==> src/rtl/reg_file_pkg.sv <==
// Shared defaults and address/data types for the parametrised register file.
package reg_file_pkg;

    localparam int unsigned DEF_DW       = 8;
    localparam int unsigned DEF_NREG     = 8;
    localparam int unsigned DEF_MAX_PEND = 2;
    localparam int unsigned DEF_AW       = $clog2(DEF_NREG);

    typedef logic [DEF_AW-1:0] reg_addr_t;
    typedef logic [DEF_DW-1:0] reg_data_t;

endpackage

==> src/rtl/reg_file_scoreboard.sv <==
// Busy-bit scoreboard for outstanding loads: busy vector, pending counter,
// full flag and sticky protocol-error flag.
module reg_file_scoreboard
    import reg_file_pkg::*;
#(
    parameter int unsigned NREG     = DEF_NREG,
    parameter int unsigned AW       = $clog2(NREG),
    parameter int unsigned MAX_PEND = DEF_MAX_PEND,
    parameter int unsigned PW       = $clog2(MAX_PEND + 1)
) (
    input  logic            clk_i,
    input  logic            rst_i,
    input  logic            set_i,
    input  logic [AW-1:0]   set_addr_i,
    input  logic            clr_i,
    input  logic [AW-1:0]   clr_addr_i,
    output logic [NREG-1:0] busy_o,
    output logic [PW-1:0]   pend_o,
    output logic            pend_full_o,
    output logic            err_o
);

    logic [NREG-1:0] busy_q, busy_d, busy_after_clr;
    logic [PW-1:0]   pend_q, pend_d;
    logic            err_q, err_d;
    logic            clr_ok, clr_bad, set_ok, set_bad;

    assign pend_full_o = (pend_q == PW'(MAX_PEND));

    // The clear is applied before the set is judged, so a set to the address
    // being returned this cycle is accepted (net busy 1, PEND unchanged).
    always_comb begin
        busy_after_clr = busy_q;
        clr_ok         = clr_i && busy_q[clr_addr_i];
        clr_bad        = clr_i && !busy_q[clr_addr_i];
        if (clr_ok) begin
            busy_after_clr[clr_addr_i] = 1'b0;
        end
        set_ok  = set_i && !pend_full_o && !busy_after_clr[set_addr_i];
        set_bad = set_i && !set_ok;

        busy_d = busy_after_clr;
        if (set_ok) begin
            busy_d[set_addr_i] = 1'b1;
        end

        pend_d = pend_q;
        case ({set_ok, clr_ok})
            2'b10:   pend_d = pend_q + PW'(1);
            2'b01:   pend_d = pend_q - PW'(1);
            default: pend_d = pend_q;
        endcase

        err_d = err_q | clr_bad | set_bad;
    end

    always_ff @(posedge clk_i) begin
        if (rst_i) begin
            busy_q <= '0;
            pend_q <= '0;
            err_q  <= 1'b0;
        end else begin
            busy_q <= busy_d;
            pend_q <= pend_d;
            err_q  <= err_d;
        end
    end

    assign busy_o = busy_q;
    assign pend_o = pend_q;
    assign err_o  = err_q;

endmodule

==> src/rtl/reg_file_sb.sv <==
// Register file with ALU write port, handshaked load-return port, load
// scoreboard and debug read port. Define REG_FILE_BYPASS_EN for write-first reads.
module reg_file_sb
    import reg_file_pkg::*;
#(
    parameter int unsigned DW       = DEF_DW,
    parameter int unsigned NREG     = DEF_NREG,
    parameter int unsigned AW       = $clog2(NREG),
    parameter int unsigned MAX_PEND = DEF_MAX_PEND
) (
    input  logic                          CLK,
    input  logic                          RST,
    input  logic [AW-1:0]                 RA1,
    input  logic [AW-1:0]                 RA2,
    output logic [DW-1:0]                 RD1,
    output logic [DW-1:0]                 RD2,
    output logic                          BUSY1,
    output logic                          BUSY2,
    input  logic                          WE3,
    input  logic [AW-1:0]                 WA3,
    input  logic [DW-1:0]                 WD3,
    input  logic                          LD_VALID,
    output logic                          LD_RDY,
    input  logic [AW-1:0]                 LD_WA,
    input  logic [DW-1:0]                 LD_WD,
    input  logic                          SB_SET,
    input  logic [AW-1:0]                 SB_WA,
    output logic [$clog2(MAX_PEND+1)-1:0] PEND,
    output logic                          PEND_FULL,
    output logic                          ERR,
    input  logic [AW-1:0]                 DBG_RA,
    output logic [DW-1:0]                 DBG_RD
);

    localparam int unsigned PW = $clog2(MAX_PEND + 1);

    logic [NREG-1:0][DW-1:0] rf_q, rf_d;
    logic [NREG-1:0]         busy;
    logic                    ld_fire;

    // A same-address ALU write takes the cycle; the load retries next cycle.
    assign LD_RDY  = !(WE3 && (WA3 == LD_WA));
    assign ld_fire = LD_VALID && LD_RDY;

    always_comb begin
        rf_d = rf_q;
        if (WE3) begin
            rf_d[WA3] = WD3;
        end
        if (ld_fire) begin
            rf_d[LD_WA] = LD_WD;
        end
    end

    always_ff @(posedge CLK) begin
        if (RST) begin
            rf_q <= '0;
        end else begin
            rf_q <= rf_d;
        end
    end

    reg_file_scoreboard #(
        .NREG     (NREG),
        .AW       (AW),
        .MAX_PEND (MAX_PEND),
        .PW       (PW)
    ) u_scoreboard (
        .clk_i       (CLK),
        .rst_i       (RST),
        .set_i       (SB_SET),
        .set_addr_i  (SB_WA),
        .clr_i       (ld_fire),
        .clr_addr_i  (LD_WA),
        .busy_o      (busy),
        .pend_o      (PEND),
        .pend_full_o (PEND_FULL),
        .err_o       (ERR)
    );

`ifdef REG_FILE_BYPASS_EN
    // ALU forwarding first; a colliding load cannot fire in the same cycle.
    assign RD1    = (WE3 && (RA1 == WA3))        ? WD3 :
                    (ld_fire && (RA1 == LD_WA))  ? LD_WD : rf_q[RA1];
    assign RD2    = (WE3 && (RA2 == WA3))        ? WD3 :
                    (ld_fire && (RA2 == LD_WA))  ? LD_WD : rf_q[RA2];
    assign DBG_RD = (WE3 && (DBG_RA == WA3))     ? WD3 :
                    (ld_fire && (DBG_RA == LD_WA)) ? LD_WD : rf_q[DBG_RA];
    assign BUSY1  = busy[RA1] && !(ld_fire && (LD_WA == RA1));
    assign BUSY2  = busy[RA2] && !(ld_fire && (LD_WA == RA2));
`else
    assign RD1    = rf_q[RA1];
    assign RD2    = rf_q[RA2];
    assign DBG_RD = rf_q[DBG_RA];
    assign BUSY1  = busy[RA1];
    assign BUSY2  = busy[RA2];
`endif

endmodule

==> config.mk <==
export PLATFORM = sky130hd
export DESIGN_NAME = reg_file_sb
export DESIGN_NICKNAME = d
export VERILOG_FILES = /design/src/rtl/reg_file_pkg.sv /design/src/rtl/reg_file_scoreboard.sv /design/src/rtl/reg_file_sb.sv
export SDC_FILE = /design/constraint.sdc
export NUM_CORES = 1
export LEC_CHECK = 0
export BUFFER_PORTS_ARGS = -buffer_cell sky130_fd_sc_hd__clkbuf_2
export CAP_MARGIN = 20
export CORE_MARGIN = 5
export CORE_UTILIZATION = 55
export CTS_BUF_LIST = sky130_fd_sc_hd__clkbuf_4
export DETAILED_ROUTE_END_ITERATION = 8
export GPL_ROUTABILITY_DRIVEN = 0
export MAX_ROUTING_LAYER = met4
export PLACE_DENSITY_LB_ADDON = 0.05
export SYNTH_ARGS = -nofsm -noshare
export SYNTH_HDL_FRONTEND = slang
export SYNTH_HIERARCHICAL = 1
export SYNTH_SLANG_ARGS = --single-unit
==> constraint.sdc <==
create_clock -name CLK -period 5.7 [get_ports CLK]
set_input_delay 0.285 -clock CLK [delete_from_list [all_inputs] [get_ports CLK]]
set_output_delay 0.285 -clock CLK [all_outputs]
set_load 0.02 [all_outputs]
Word-level counts from Yosys, hierarchy flattened
Index checks and enable logic that the tools add are counted.

Flip-flop bits (word level): 75. Input port bits: 39.

$add $sub $neg: 2. Magnitude comparators: 9. Equality and inequality tests: 4. Mux-type cells: 29. Bitwise gates (word level): 5. Reduce and logical (&&, ||, !) cells: 16.

Operator list (number): $bwmux W64 (2); $mux W64 (2); $bmux W8 S3 (3); $mux W8 (7); $demux W8 S3 (2); $lt A3 B4 Y1 const B (6); $bmux W1 S3 (4); $logic_and A1 B1 Y1 (10); $ge A3 B1 Y1 const B (3); $and A8 B8 Y8 (1); $not A8 Y8 (1); $or A8 B8 Y8 (1); $demux W1 S3 (2); $mux W1 (6); $logic_not A1 Y1 (5); $eq A2 B2 Y1 const B (2); $pmux W2 S2 (1); $eq A3 B3 Y1 (1); $add A2 B1 Y2 const B (1); $eq A2 B1 Y1 const B (1); $or A1 B1 Y1 (2); $reduce_bool A2 Y1 (1); $sub A2 B1 Y2 const B (1).

Logic depth before layout (Yosys ltp)
Depth in word-level cells: 14. Depth in mapped cells: 12. Gate-level depth less buffers: 11.

Hierarchy
Netlist, hierarchy kept.

By module, submodules not included: reg_file_sb (instances 1, cells each 466, area each 4679.5 um2); reg_file_scoreboard (instances 1, cells each 87, area each 749.5 um2).

Worst setup path after synthesis
No wires, ideal clock.

Kind: in2reg. Start point: input port LD_WA[1]. End point: register u_scoreboard.pend_q[1] (netlist: u_scoreboard/pend_o[1]). Arrival time: 2.773 ns. Path slack: 2.856 ns. Stages on the path: 11. Path buffers: 1. Path through: buf_2 xnor2_1 nand4_1 and2_1 nand2_1 o31ai_2 o221ai_1 or4_4 ha_1 or3_1 a21oi_1.

Elaborated cells between the ends (all ways): 23.

RTL lines: start, declared (line reg_file_sb.sv:24) `input logic [AW-1:0] LD_WA,`; $eq A3 B3 Y1 (*) (line reg_file_sb.sv:42) `assign LD_RDY = !(WE3 && (WA3 == LD_WA));`; $logic_and A1 B1 Y1 (*) (line reg_file_sb.sv:42); $logic_not A1 Y1 (*) (line reg_file_sb.sv:42); net LD_RDY (line reg_file_sb.sv:23) `output logic LD_RDY,`; $logic_and A1 B1 Y1 (*) (line reg_file_sb.sv:43) `assign ld_fire = LD_VALID && LD_RDY;`; net ld_fire (line reg_file_sb.sv:39) `logic ld_fire;`; $logic_and A1 B1 Y1 (*) (line reg_file_scoreboard.sv:34) `clr_ok = clr_i && busy_q[clr_addr_i];`; $mux W8 (line reg_file_scoreboard.sv:36) `if (clr_ok) begin`; $bmux W1 S3 (line reg_file_scoreboard.sv:39) `set_ok = set_i && !pend_full_o && !busy_after_clr[set_addr_i];`; $mux W1 (not written as such) (line reg_file_scoreboard.sv:39); $logic_not A1 Y1 (line reg_file_scoreboard.sv:39); $logic_and A1 B1 Y1 (line reg_file_scoreboard.sv:39); $eq A2 B1 Y1 / $eq A2 B2 Y1 (equally long branches) (line reg_file_scoreboard.sv:48) `case ({set_ok, clr_ok})`; $pmux W2 S2 / $reduce_bool A2 Y1 (equally long branches); end signal, assigned (line reg_file_scoreboard.sv:64) `pend_q <= pend_d;`; end, declared (line reg_file_scoreboard.sv:24) `logic [PW-1:0] pend_q, pend_d;`.

Mark *: on every way through the listed nets, which the timed path passes. The rest lies on a longest branch. The select of a mux whose other input is x is not followed. A chain may end at the register's enable or synchronous reset.

Final worst setup path
Start point: input port LD_WA[1]. End point: register u_scoreboard.pend_q[1] (netlist: u_scoreboard/pend_o[1]).

Elaborated cells between the ends (all ways): 23.

RTL lines (line): $eq A3 B3 Y1 (*) (reg_file_sb.sv:42); $logic_and A1 B1 Y1 (*) (reg_file_sb.sv:42); $logic_not A1 Y1 (*) (reg_file_sb.sv:42); $logic_and A1 B1 Y1 (*) (reg_file_sb.sv:43); net ld_fire (reg_file_sb.sv:39); $logic_and A1 B1 Y1 (*) (reg_file_scoreboard.sv:34); $mux W8 (reg_file_scoreboard.sv:36); $bmux W1 S3 (reg_file_scoreboard.sv:39); $mux W1 (not written as such) (reg_file_scoreboard.sv:39); $logic_not A1 Y1 (reg_file_scoreboard.sv:39); $logic_and A1 B1 Y1 (reg_file_scoreboard.sv:39); $eq A2 B1 Y1 / $eq A2 B2 Y1 (equally long branches) (reg_file_scoreboard.sv:48); $pmux W2 S2 / $reduce_bool A2 Y1 (equally long branches).

Marked as above.

==> metrics.yaml <==
cp_max_fo: 23
synthToLayoutAreaGrowth_pct: 4.84
finalCritPeriodShare: 0.483
final_nets: 603
grt-ovfl-total: 0
antenna_left: 0
power.density_nw_per_um2: 200
path_clk_slew_ps: 110
post-route-util: 0.588
hold_ws_ps: 127
worstSkewPairLatency_ps: 430
pwr-share-seq: 0.510
cts-htree-levels: 3
cts-root-buf: "clkbuf_4"
fillCellCount: 859
tightest_slew_ps: 1050
wl_per_cell_um: 24.8
synth_edf_count: 0
fin_skew_ps: 9.27
timing.setup.tns_ps: 0
ys.flop_type: "dfxtp_1"
vias: 4756
crit_arrival_ps: 3110
fp.dieH_um: 109
postSynthCellCount: 553
endpoint_kind: "flop"
netlist_area_um2: 5430
synth_cell_types: 59
grt_pass1_wl_um: 26200
grt_pass1_vias: 4624
yosys-top-cells-area: "dfxtp_1, mux4_2, nand2_1"
io_pins: 70
cts.sink_count: 75
drc: 0
finalCriticalPeriod_ps: 2750
cts-resized-gates: 0
maxSlewViolCount: 0
post-dp-hpwl_um: 11000
die-area_um2: 12000
max_freq_mhz: 363
clock_path_buffers: 2
worst_ep_required_time_ps: 6050
fp.dieW_um: 109
clkPwrFrac: 0.249
place_area_um2: 5590
ir_worst_vdd_v: 0.000117
status: "finished, final reports clean"
antenna_found_initial: 0
core_area_um2: 9680
port_buffers: 69
ys_warn_count: 6
mostFrequentLayoutCells: "nand2_1, dfxtp_1, clkbuf_2"
start_kind: "input port"
hold_path_class: "input port to flop"
yosysTopAreaCell: "dfxtp_1"
first_pass_iters: 5
antenna_cells: 0
stdcell_area_um2: 5690
cts_made_buffers: 9
tritoncts: "built"
relSlewSlack: 0.294
p_comb_frac: 0.241
p_sw_frac: 0.330
initial_utilization: 0.561
p_leak_nw: 2.00
final_common_cell: "nand2_1"
p_sw_mw: 0.376
grt_setup_unrepaired: "no"
cap_viol_max_count: 0
holdBufCountCts: 0
async_reset_ff_frac: 0
grt_max_degree: 77
critical-path-slowest-cell: "or4_4"
p_int_mw: 0.762
finalHoldViolations: 0
avgViaCountPerCell: 6.79
grt_use_total: 0.310
postCtsSetupBuffers: 0
synth_top_area_frac: 0.277
drive_above_1_share: 0.317
dr.first_iter.drc_count: 567
synth.avg_cell_area_um2: 9.82
num_rows: 36
dp_cells: 685
ys_ff_latch: 75
syn-num-nets: 593
path_class: "input port to flop"
setup_viol: 0
path_cells: "clkbuf_2 -> xnor2_1 -> nand4_1 -> and2_1 -> nand2_1 -> o31ai_2 -> o221ai_1 -> or4_4 -> ha_1 -> or3_1 -> a21oi_1"
final_cell_count_no_fill: 700
critPathMaxStageDelay_ps: 500
seq_area_frac_synth: 0.277
wl_um: 17400
[final cells by class]
class / count / area (µm²) / area share
Tap cell: 133 / 166 / 0.0292
Clock inverter: 4 / 18.8 / 0.00330
Timing Repair Buffer: 71 / 360 / 0.0633
Sequential cell: 75 / 1500 / 0.264
Clock buffer: 11 / 82.6 / 0.0145
Multi-Input combinational cell: 401 / 3540 / 0.623
Inverter: 5 / 18.8 / 0.00330
[worst max-delay path, delay by kind of cell]
| family | cells | cell delay [ps] |
|---|---|---|
| xor gates and xnor gates | 1 | 220 |
| and+or+nand+nor | 5 | 1400 |
| adders and majority gates | 1 | 340 |
| AOI/OAI and AO/OA | 3 | 540 |
| buffers and inverters | 1 | 300 |
[per-stage QoR]
stage | total power [mW] | setup slack, ps
2_1_floorplan | 0.791 | 2860
3_3_place_gp | 0.855 | 2620
3_5_place_dp | 0.862 | 2500
4_1_cts | 1.14 | 2970
5_1_grt | 1.19 | 2790
6_report | 1.14 | 2950
[worst paths after layout]
path	to	cells after the start	slack, ps	startpoint
worst max-delay path	u_scoreboard/pend_o[1]$_SDFFE_PP0P_	11	2950	LD_WA[1]
worst min-delay path	u_scoreboard/err_o$_SDFF_PP0_	2	130	SB_SET
worst max register to register	u_scoreboard/pend_o[1]$_SDFFE_PP0P_	7	3340	u_scoreboard/busy_o[6]$_SDFF_PP0_
worst min register to register	rf_q[24]$_SDFF_PP0_	2	510	rf_q[24]$_SDFF_PP0_
[power by group through the flow]
stage	sequential, mW	clock (mW)	combinational, mW
6_report	0.580	0.284	0.274
2_1_floorplan	0.585	0	0.205
3_3_place_gp	0.588	0	0.267
5_1_grt	0.583	0.311	0.293
4_1_cts	0.578	0.287	0.273
3_5_place_dp	0.590	0	0.272
[routing by layer]
metal	wire length [µm]	GRT usage
met1	7090	0.409
met4	505	0.129
met5	0	-
met3	1670	0.0587
met2	8120	0.470
[cells by family (layout without fill, tap and decap cells)]
group | Yosys count | after routing | share of synthesized area
flops | 75 | 75 | 0.277
simple gates | 199 | 199 | 0.175
buf+inv | 77 | 91 | 0.0708
mux | 105 | 105 | 0.325
fa+ha+maj | 1 | 1 | 0.00230
xor+xnor | 5 | 5 | 0.00807
compound gates | 91 | 91 | 0.142
[synth_stat cells (all sizes together), types with 2 or more instances]
library cell,number
and4bb,3
nand4,3
xnor2,4
a211oi,25
or4b,2
inv,5
nor3,2
nand2b,4
o32ai,2
and2,2
o21ai,6
o211ai,2
nand4b,7
nand4bb,3
nand2,89
o31ai,2
buf,45
nand3,2
a311oi,40
nor2,68
dfxtp,75
mux2i,25
and4b,3
a21oi,7
mux2,26
clkbuf,27
mux4,54
[flip-flops by register name, summed over array words and instances, names as in the netlist]
signal / cells
rf_q: 64
u_scoreboard/busy_o: 8
u_scoreboard/err_o: 1
u_scoreboard/pend_o: 2
No activity file was read; power rests on OpenSTA's default activity.
